File: config.mk
export PLATFORM = sky130hd
export DESIGN_NAME = audio_sample_packetizer
export DESIGN_NICKNAME = d
export VERILOG_FILES = /design/src/rtl/hdmi_audio_pkg.sv /design/src/rtl/audio_sample_fifo.sv /design/src/rtl/audio_sample_packetizer.sv
export SDC_FILE = /design/constraint.sdc
export NUM_CORES = 1
export LEC_CHECK = 0
export CAP_MARGIN = 25
export CORE_MARGIN = 2
export CORE_UTILIZATION = 45
export DETAILED_ROUTE_END_ITERATION = 6
export PLACE_DENSITY = 0.67
export SKIP_CTS_REPAIR_TIMING = 1
export SLEW_MARGIN = 20
export SYNTH_ARGS = -nofsm -noshare
export SYNTH_HDL_FRONTEND = slang
export SYNTH_SLANG_ARGS = --single-unit
File: constraint.sdc
create_clock -name clk_pixel -period 8.2 [get_ports clk_pixel]
set_clock_uncertainty 0.05 [all_clocks]
set_input_delay 1.64 -clock clk_pixel [delete_from_list [all_inputs] [get_ports clk_pixel]]
set_output_delay 1.64 -clock clk_pixel [all_outputs]
set_load 0.01 [all_outputs]
File: src/rtl/hdmi_audio_pkg.sv
// Shared HDMI audio types: IEC 60958 block length, audio word width, stereo
// sample layout, packetizer state encoding and frame-index wrap helper.
// Imported by audio_sample_fifo and audio_sample_packetizer.
package hdmi_audio_pkg;

  localparam int IEC60958_BLOCK_FRAMES = 192;
  localparam int AUDIO_WORD_WIDTH      = 24;

  typedef struct packed {
    logic [23:0] right;
    logic [23:0] left;
  } stereo_sample_t;

  typedef enum logic [1:0] {
    ST_IDLE  = 2'd0,
    ST_ACCUM = 2'd1,
    ST_READY = 2'd2
  } pkt_state_t;

  // Advance an IEC 60958 frame index by n (0..4) modulo the 192-frame block.
  // The 9-bit sum cannot exceed 191 + 4, so one conditional subtract suffices.
  function automatic logic [7:0] frame_advance(input logic [7:0] idx,
                                               input logic [2:0] n);
    logic [8:0] sum;
    sum = {1'b0, idx} + {6'd0, n};
    if (sum >= 9'(IEC60958_BLOCK_FRAMES)) begin
      sum = sum - 9'(IEC60958_BLOCK_FRAMES);
    end
    return sum[7:0];
  endfunction

endpackage

File: src/rtl/audio_sample_fifo.sv
// Single-clock stereo sample FIFO: one write per cycle, pops 0..4 entries per
// cycle and always presents the four oldest entries on rd_data[0..3].
// Ports: clk_pixel/reset_n (sync, active-low), wr_en/wr_data write side,
// pop_count pop side, rd_data look-ahead window, level occupancy.
// The caller never writes when full and never pops more than level.
module audio_sample_fifo
  import hdmi_audio_pkg::*;
#(
  parameter int DEPTH = 8
) (
  input  logic                     clk_pixel,
  input  logic                     reset_n,
  input  logic                     wr_en,
  input  stereo_sample_t           wr_data,
  input  logic [2:0]               pop_count,
  output stereo_sample_t           rd_data [4],
  output logic [$clog2(DEPTH):0]   level
);

  localparam int AW = $clog2(DEPTH);
  localparam int LW = AW + 1;

  stereo_sample_t mem [DEPTH];
  logic [AW-1:0]  wr_ptr;
  logic [AW-1:0]  rd_ptr;

  always_ff @(posedge clk_pixel) begin
    if (!reset_n) begin
      wr_ptr <= '0;
      rd_ptr <= '0;
      level  <= '0;
    end else begin
      if (wr_en) begin
        wr_ptr <= wr_ptr + AW'(1);
      end
      rd_ptr <= rd_ptr + AW'(pop_count);
      level  <= level + LW'(wr_en) - LW'(pop_count);
    end
  end

  // Storage needs no reset: entries are only ever read below the level mark.
  always_ff @(posedge clk_pixel) begin
    if (wr_en) begin
      mem[wr_ptr] <= wr_data;
    end
  end

  // Pointer arithmetic wraps naturally because DEPTH is a power of two.
  always_comb begin
    for (int i = 0; i < 4; i++) begin
      rd_data[i] = mem[rd_ptr + AW'(i)];
    end
  end

endmodule

File: src/rtl/audio_sample_packetizer.sv
// Groups stereo L-PCM samples into HDMI Audio Sample Packets of up to four
// samples and tracks the IEC 60958 192-frame block index of slot 0.
// Ports: clk_pixel, reset_n (sync, active-low); in_valid/in_left/in_right
// sample input; packet_req from the scheduler; packet_pending, packet_valid,
// frame_counter, audio_sample_word, audio_sample_word_present, level, overflow.
// Macro AUDIO_SAMPLE_PACKETIZER_FLUSH_EN enables the partial-group flush timer.
module audio_sample_packetizer
  import hdmi_audio_pkg::*;
#(
  parameter int SAMPLE_WIDTH = 24,
  parameter int FIFO_DEPTH   = 8,
  parameter int FLUSH_CYCLES = 1024
) (
  input  logic                           clk_pixel,
  input  logic                           reset_n,
  input  logic                           in_valid,
  input  logic [SAMPLE_WIDTH-1:0]        in_left,
  input  logic [SAMPLE_WIDTH-1:0]        in_right,
  input  logic                           packet_req,
  output logic                           packet_pending,
  output logic                           packet_valid,
  output logic [7:0]                     frame_counter,
  output logic [23:0]                    audio_sample_word [3:0][1:0],
  output logic [3:0]                     audio_sample_word_present,
  output logic [$clog2(FIFO_DEPTH):0]    level,
  output logic                           overflow
);

  localparam int LW = $clog2(FIFO_DEPTH) + 1;
  localparam logic [LW-1:0] DEPTH_L = LW'(FIFO_DEPTH);
  localparam logic [LW-1:0] FOUR    = LW'(4);

  stereo_sample_t  wr_data;
  stereo_sample_t  rd_data [4];
  logic            full;
  logic            push;
  logic            pop_ok;
  logic [2:0]      pop_count;
  logic [3:0]      present_mask;
  logic [LW-1:0]   level_next;
  logic            flush_due;
  logic [7:0]      frame_idx;
  pkt_state_t      st;
  pkt_state_t      st_next;

  // Narrow samples are MSB-aligned inside the 24-bit audio word.
  always_comb begin
    wr_data       = '0;
    wr_data.left  = AUDIO_WORD_WIDTH'(in_left)  << (AUDIO_WORD_WIDTH - SAMPLE_WIDTH);
    wr_data.right = AUDIO_WORD_WIDTH'(in_right) << (AUDIO_WORD_WIDTH - SAMPLE_WIDTH);
  end

  assign full   = (level == DEPTH_L);
  assign push   = in_valid && !full;
  assign pop_ok = packet_req && (level != '0);

  // Pop size uses the registered level, so a same-cycle push is never popped.
  always_comb begin
    pop_count = 3'd0;
    if (pop_ok) begin
      pop_count = (level >= FOUR) ? 3'd4 : level[2:0];
    end
  end

  always_comb begin
    case (pop_count)
      3'd1:    present_mask = 4'b0001;
      3'd2:    present_mask = 4'b0011;
      3'd3:    present_mask = 4'b0111;
      3'd4:    present_mask = 4'b1111;
      default: present_mask = 4'b0000;
    endcase
  end

  assign level_next = level + LW'(push) - LW'(pop_count);

  audio_sample_fifo #(
    .DEPTH (FIFO_DEPTH)
  ) u_fifo (
    .clk_pixel (clk_pixel),
    .reset_n   (reset_n),
    .wr_en     (push),
    .wr_data   (wr_data),
    .pop_count (pop_count),
    .rd_data   (rd_data),
    .level     (level)
  );

`ifdef AUDIO_SAMPLE_PACKETIZER_FLUSH_EN
  localparam int TW = $clog2(FLUSH_CYCLES + 1);
  localparam logic [TW-1:0] FLUSH_L = TW'(FLUSH_CYCLES);

  logic [TW-1:0] timer;
  logic [TW-1:0] timer_next;
  logic          partial;

  assign partial = (level != '0) && (level < FOUR);

  // Ages a partial group; any pop or a full/empty FIFO restarts the count.
  always_comb begin
    timer_next = '0;
    if (partial && !pop_ok) begin
      timer_next = (timer == FLUSH_L) ? timer : timer + TW'(1);
    end
  end

  always_ff @(posedge clk_pixel) begin
    if (!reset_n) begin
      timer <= '0;
    end else begin
      timer <= timer_next;
    end
  end

  assign flush_due = (timer_next == FLUSH_L);
`else
  assign flush_due = 1'b0;
`endif

  always_ff @(posedge clk_pixel) begin
    if (!reset_n) begin
      st <= ST_IDLE;
    end else begin
      st <= st_next;
    end
  end

  // Transitions look at the occupancy after this edge so that pending
  // rises together with the level that justifies it.
  always_comb begin
    st_next = st;
    case (st)
      ST_IDLE: begin
        if (push) begin
          st_next = ST_ACCUM;
        end
      end
      ST_ACCUM: begin
        if (level_next == '0) begin
          st_next = ST_IDLE;
        end else if ((level_next >= FOUR) || flush_due) begin
          st_next = ST_READY;
        end
      end
      ST_READY: begin
        if (pop_ok) begin
          if (level_next == '0) begin
            st_next = ST_IDLE;
          end else if ((level_next >= FOUR) || flush_due) begin
            st_next = ST_READY;
          end else begin
            st_next = ST_ACCUM;
          end
        end
      end
      default: st_next = ST_IDLE;
    endcase
  end

  assign packet_pending = (st == ST_READY);

  always_ff @(posedge clk_pixel) begin
    if (!reset_n) begin
      packet_valid              <= 1'b0;
      overflow                  <= 1'b0;
      frame_counter             <= '0;
      frame_idx                 <= '0;
      audio_sample_word_present <= '0;
      for (int i = 0; i < 4; i++) begin
        audio_sample_word[i][0] <= '0;
        audio_sample_word[i][1] <= '0;
      end
    end else begin
      packet_valid <= pop_ok;
      if (in_valid && full) begin
        overflow <= 1'b1;
      end
      if (pop_ok) begin
        frame_counter             <= frame_idx;
        frame_idx                 <= frame_advance(frame_idx, pop_count);
        audio_sample_word_present <= present_mask;
        for (int i = 0; i < 4; i++) begin
          audio_sample_word[i][0] <= present_mask[i] ? rd_data[i].left  : '0;
          audio_sample_word[i][1] <= present_mask[i] ? rd_data[i].right : '0;
        end
      end
    end
  end

endmodule

==> results of run 1 <==
==> synthesized netlist by cell type, types with 3 or more instances <==
cell type | n | area, µm²
o21ai_0 | 3 | 15.0
nand2_1 | 172 | 646
nor2b_1 | 3 | 18.8
mux4_2 | 324 | 7300
and2_1 | 5 | 31.3
nand3_1 | 4 | 20.0
mux2i_1 | 203 | 2030
nor2_1 | 255 | 957
buf_6 | 17 | 191
dfxtp_1 | 226 | 4520
nor3_1 | 8 | 40.0
inv_1 | 12 | 45.0
a211oi_1 | 6 | 45.0
xnor2_1 | 8 | 70.1
a311oi_1 | 44 | 385
fa_1 | 3 | 60.1
a21oi_1 | 114 | 571
buf_1 | 5 | 18.8
nand2b_1 | 4 | 25.0
xor2_1 | 5 | 43.8
ha_1 | 14 | 175
o21ai_1 | 51 | 255
buf_2 | 54 | 270
clkbuf_1 | 56 | 210
edfxtp_1 | 384 | 11500
buf_4 | 36 | 270
==> registers in the layout (all words and copies together), names as in the netlist <==
name                       cells
u_fifo.mem                   384
audio_sample_word            192
frame_counter                  8
frame_idx                      8
audio_sample_word_present      4
u_fifo.level                   4
u_fifo.rd_ptr                  3
u_fifo.wr_ptr                  3
st                             2
overflow                       1
packet_valid                   1
==> routing by layer <==
metal / wire, µm / part of all wire
met3: 6020 / 0.074
met4: 2390 / 0.029
met5: 90 / 0.0011
met2: 40500 / 0.50
met1: 32500 / 0.40
==> worst max-delay path by stage <==
stage | startpoint | to | slack (ps)
floorplan | in_valid | u_fifo.mem[0][0] | 1230
global placement | packet_req | frame_idx[7] | 2340
detailed placement | packet_req | frame_idx[7] | 2190
CTS | packet_req | frame_idx[7] | 2820
global route | packet_req | frame_idx[7] | 2560
finish | packet_req | frame_idx[7] | 2740
==> power breakdown <==
part	total, mW	switching (mW)	internal [mW]	leakage (nW)
combinational	4.25	2.15	2.11	4.70
sequential	4.11	0.411	3.70	5.34
clock	3.07	1.23	1.84	1.12
==> worst min-delay path: stages, from the launching register on <==
cell and delay (ps):
dfxtp_1 310, nand2_1 50, o21ai_1 50
==> per-stage QoR <==
stage | worst slack (ps) | area, µm² | total power, mW | utilization | cells
floorplan | 1230 | 30100 | 6.99 | - | 2053
global placement | 2340 | 33300 | 8.35 | 0.504 | 3043
detailed placement | 2190 | 33400 | 8.44 | 0.506 | 3047
CTS | 2820 | 35700 | 11.5 | 0.540 | 3174
global route | 2560 | 35700 | 12.0 | 0.541 | 3179
finish | 2740 | 35700 | 11.4 | 0.541 | 3180
==> cell families (layout without fill, tap and decap cells) <==
family	count (synthesis)	in the layout	share of synthesized area
DFF	610	610	0.533
muxes	527	527	0.310
and+or+nand+nor	468	468	0.0627
AOI/OAI and AO/OA	233	233	0.0468
buffers and inverters	182	439	0.0337
adders and majority gates	17	17	0.00781
xor gates and xnor gates	16	16	0.00615
other	0	6	0
==> cell type report <==
cell class	instances	area [µm²]	share of cell area
Sequential cell	610	16100	0.450
Multi-Input combinational cell	1261	13200	0.369
Timing Repair Buffer	298	3000	0.0840
Clock buffer	103	2060	0.0577
Tap cell	864	1080	0.0303
Clock inverter	24	235	0.00659
Inverter	14	57.6	0.00161
Antenna cell	6	15.0	0.000421
==> flow_summary.json, run 1 <==
{
  "crit_slowest_cell": "clkdlybuf4s50_1",
  "cts_sinks": 610,
  "min_from": "audio_sample_word[179]",
  "ios": 263,
  "place_congestion": 0.820,
  "port-buffer-count": 262,
  "synthFlopType": "edfxtp_1",
  "die_x_um": 263,
  "final-max-slew-violation-count": 0,
  "met1_usage": 0.309,
  "cp_num_cells": 17,
  "worstMarginPinSlew_ps": 1070,
  "grt_pass1_vias": 19500,
  "min_period_over_period": 0.665,
  "busiest_layer": "met2",
  "fmax_mhz": 183,
  "critical_path.max_stage_delay_ps": 790,
  "path_cells": "clkdlybuf4s50_1 > nand2_1 > nor3_1 > ha_1 > inv_1 > fa_1 > nor2b_1 > or2_1 > and2_0 > xnor2_1 > ha_1 > nand2_1 > or3_4 > nor4_4 > a21oi_2 > a31o_1 > a32o_1",
  "drc": 0,
  "met2_usage": 0.390,
  "routed_via_density": 6.12,
  "dp_hpwl_um": 49000,
  "ys_warn_count": 0,
  "maxCapViolCount": 0,
  "slew_headroom": 0.288,
  "synth_seq_cells": 610,
  "rsz0062_at_grt": "no",
  "clockBufferDepth": 3,
  "power_density_nw_per_um2": 321,
  "end_kind": "register",
  "grt_pass1_wl_um": 123000,
  "start_util": 0.456,
  "cts.htree.levels": 3,
  "hold_viol": 0,
  "syn_nets": 2122,
  "clk_latency_ps": 610,
  "fp-row-count": 94,
  "critical_path_class": "input pin to register",
  "status": "completed",
  "period_minus_slack_ps": 5460,
  "clk_pin_slew_ps": 50,
  "first_pass_iters": 5,
  "reg2reg_slack_ps": 4050,
  "cpLargestDelayFamily": "simple AND/OR/NAND/NOR gates",
  "worstPathRequired_ps": 8640,
  "arrival_ps": 5900,
  "synth_seq_area_share": 0.533,
  "mostFrequentLayoutCell": "edfxtp_1",
  "min_to": "audio_sample_word[179]",
  "r2r_end": "frame_idx[7]",
  "synth_area_um2": 30100,
  "cp.buffers_inverters": 2,
  "grtUsageTotal": 0.235,
  "synth_cell_types": 56,
  "grt_use_met3": 0.0429,
  "cts_made_buffers": 69,
  "routed_wl_um": 81500,
  "hold_path.class": "register to register",
  "area_growth_pct": 18.4,
  "coreArea_um2": 66000,
  "die_y_um": 263,
  "via_count": 19500,
  "critPathMaxFanout": 8,
  "grt_max_degree": 143,
  "syn_area_per_cell_um2": 14.7,
  "setup-violations-final": 0,
  "layout_common_cells": "edfxtp_1 (384), mux4_2 (324), clkdlybuf4s50_1 (262)",
  "power.leakage_nw": 11.2,
  "r2r_start": "u_fifo.level[0]",
  "drive_gt1_frac": 0.216,
  "grt-ovfl-total": 0,
  "ir_worst_vdd_mv": 0.244,
  "wire_per_inst_um": 25.6,
  "antenna_left": 0,
  "syn-instance-count": 2053,
  "antenna_found_initial": 13,
  "r2r_cells": 16,
  "fin_hold_ws_ps": 397,
  "drt-initial-drc-count": 1594,
  "root_buffer": "clkbuf_16",
  "fill_cells": 5277,
  "fin_setup_tns_ps": 0,
  "ys_async_sr_fraction": 0,
  "dieArea_um2": 69000,
  "nets": 2323,
  "whs_path_depth": 2,
  "synth_edf_count": 384,
  "cts_tree": "yes",
  "start_kind": "input pin"
}
No activity file was read; power rests on OpenSTA's default activity.
==> run 2: changes to the inputs <==
--- a/config.mk
+++ b/config.mk
@@ -9,7 +9,7 @@
 export CORE_MARGIN = 2
 export CORE_UTILIZATION = 45
 export DETAILED_ROUTE_END_ITERATION = 6
-export PLACE_DENSITY = 0.67
+export PLACE_DENSITY = 0.69
 export SKIP_CTS_REPAIR_TIMING = 1
 export SLEW_MARGIN = 20
 export SYNTH_ARGS = -nofsm -noshare
==> constraint.sdc (replaced) <==
create_clock -name clk_pixel -period 4.9 [get_ports clk_pixel]
set_clock_uncertainty 0.05 [all_clocks]
set_input_delay 0.98 -clock clk_pixel [delete_from_list [all_inputs] [get_ports clk_pixel]]
set_output_delay 0.98 -clock clk_pixel [all_outputs]
set_load 0.01 [all_outputs]
==> run 2 against run 1 <==
Effect of this change: worst hold slack worse by 2.2 ps; clock power up 61%; die area unchanged; count of clock-buffer cells in the layout decreased by 6; worst setup slack got worse by 2100 ps; total power rose by 66%; register-to-register slack lost 3200 ps; sequential power rose by 67%; wire length down 1.1%; critical path depth is the same; design area about the same; combinational power up 68%; highest routed layer unchanged.
==> flow_summary.json, run 2 (synthesized netlist as in run 1, its figures left out) <==
{
  "maxUsedRoutingLayer": "met5",
  "power_mw": 19.0,
  "fin_setup_tns_ps": 0,
  "worstPathRequired_ps": 5360,
  "slew_headroom": 0.214,
  "nets": 2329,
  "r2r_end": "frame_idx[7]",
  "place_congestion": 0.852,
  "root_buffer": "clkbuf_16",
  "port-buffer-count": 262,
  "wire_per_inst_um": 25.3,
  "hold_viol": 0,
  "cts_sinks": 610,
  "antenna_found_initial": 6,
  "ir_worst_vdd_mv": 0.350,
  "min_period_over_period": 0.877,
  "first_pass_iters": 5,
  "maxCapViolCount": 0,
  "hold_path.class": "register to register",
  "setup-violations-final": 0,
  "clk_latency_ps": 630,
  "wl_met2_um": 40800,
  "crit_slowest_cell": "clkdlybuf4s50_1",
  "wl_met1_um": 31600,
  "cts_tree": "yes",
  "path_cells": "clkdlybuf4s50_1 > nand2_1 > nor3_1 > ha_1 > inv_1 > fa_1 > nor2b_1 > or2_1 > and2_0 > xnor2_1 > ha_1 > nand2_1 > or3_4 > nor4_4 > a21oi_2 > a31o_1 > a32o_1",
  "pre_cts_ws_ps": 45.0,
  "cts.htree.levels": 3,
  "min_from": "audio_sample_word[50]",
  "final-max-slew-violation-count": 0,
  "final_util": 0.541,
  "largest_register_ff_count": 384,
  "coreArea_um2": 66000,
  "r2r_start": "u_fifo.level[0]",
  "drc": 0,
  "period_minus_slack_ps": 4300,
  "critical_path_class": "input pin to register",
  "fp-row-count": 94,
  "cp.buffers_inverters": 2,
  "fmax_mhz": 233,
  "grtUsageTotal": 0.233,
  "r2r_cells": 16,
  "layout_common_cells": "edfxtp_1 (384), mux4_2 (324), clkdlybuf4s50_1 (262)",
  "fin_cells": 3182,
  "largest_register": "u_fifo.mem",
  "grt_pass1_vias": 19800,
  "clockBufferDepth": 3,
  "placed_cell_area_um2": 33500,
  "fin_hold_ws_ps": 395,
  "reg2reg_slack_ps": 900,
  "start_util": 0.456,
  "fin_ws_ps": 602,
  "drt-initial-drc-count": 1751,
  "die_x_um": 263,
  "power_density_nw_per_um2": 532,
  "end_kind": "register",
  "antenna_left": 0,
  "routed_via_density": 6.10,
  "die_y_um": 263,
  "fill_cells": 5184,
  "whs_path_depth": 2,
  "grt-ovfl-total": 0,
  "final_area_um2": 35700,
  "worstMarginPinSlew_ps": 1180,
  "arrival_ps": 4760,
  "clk_pin_slew_ps": 60,
  "dieArea_um2": 69000,
  "routed_wl_um": 80600,
  "grt_max_degree": 173,
  "ios": 263,
  "critPathMaxFanout": 5,
  "reg_top3": "u_fifo.mem x384, audio_sample_word x192",
  "min_to": "audio_sample_word[50]",
  "dp_hpwl_um": 47200,
  "cpLargestDelayFamily": "simple AND/OR/NAND/NOR gates",
  "critical_path.max_stage_delay_ps": 490,
  "dp_cells": 3053,
  "area_growth_pct": 18.5,
  "via_count": 19400,
  "status": "completed",
  "rsz0062_at_grt": "no",
  "cts_made_buffers": 68,
  "wl_met3_um": 6160,
  "drive_gt1_frac": 0.217,
  "power.leakage_nw": 11.1,
  "grt_pass1_wl_um": 122000,
  "start_kind": "input pin",
  "mostFrequentLayoutCell": "edfxtp_1"
}
==> run 2: changes by cell type in the layout (fill, tap and decap cells not counted), moves of 2 or more <==
cell / previous run / this run
buf_12: 5 / 12
clkbuf_1: 18 / 20
clkbuf_16: 73 / 70
clkbuf_8: 12 / 6
clkinv_2: 9 / 12
clkinvlp_4: 2 / 4
diode_2: 6 / 2
inv_6: 3 / 5
==> run 2: how the worst max path moves through the flow <==
| stage | startpoint | to | slack [ps] | depth (start not counted) |
|---|---|---|---|---|
| final | packet_req | frame_idx[7] | 600 | 17 |
| after global routing | packet_req | frame_idx[7] | 330 | 17 |
| after CTS | packet_req | frame_idx[7] | 650 | 17 |
| after detailed placement | packet_req | frame_idx[7] | 40 | 17 |
| after global placement | packet_req | frame_idx[7] | 140 | 17 |
| after floorplan | in_valid | u_fifo.mem[2][0] | -140 | 2 |
==> run 2: per-layer routing <==
metal,vias up,global-route usage
met5,-,0
met4,10,0.0788
met3,148,0.0444
met2,777,0.403
met1,10000,0.296
li1,8471,-
==> run 2: power by group <==
| group | leakage [nW] | total (mW) | switching [mW] | internal, mW |
|---|---|---|---|---|
| Clock | 1.06 | 4.95 | 2.05 | 2.90 |
| Sequential | 5.34 | 6.87 | 0.676 | 6.20 |
| Combinational | 4.74 | 7.15 | 3.60 | 3.55 |
| Total | 11.1 | 19.0 | 6.33 | 12.6 |
==> run 2: worst register-to-register path: cells and delay by family (launching register included) <==
family	cells	cell delay, ps
compound gates	3	530
xor+xnor	1	160
flops	1	520
simple gates	8	1710
buf+inv	1	70
fa+ha+maj	3	860
==> run 2: cell type report <==
type | instances | area [µm²] | share of cell area
Multi-Input combinational cell | 1261 | 13200 | 0.369
Clock inverter | 29 | 255 | 0.00716
Sequential cell | 610 | 16100 | 0.450
Inverter | 14 | 57.6 | 0.00161
Tap cell | 864 | 1080 | 0.0303
Antenna cell | 2 | 5.00 | 0.000140
Timing Repair Buffer | 305 | 3120 | 0.0873
Clock buffer | 97 | 1920 | 0.0537
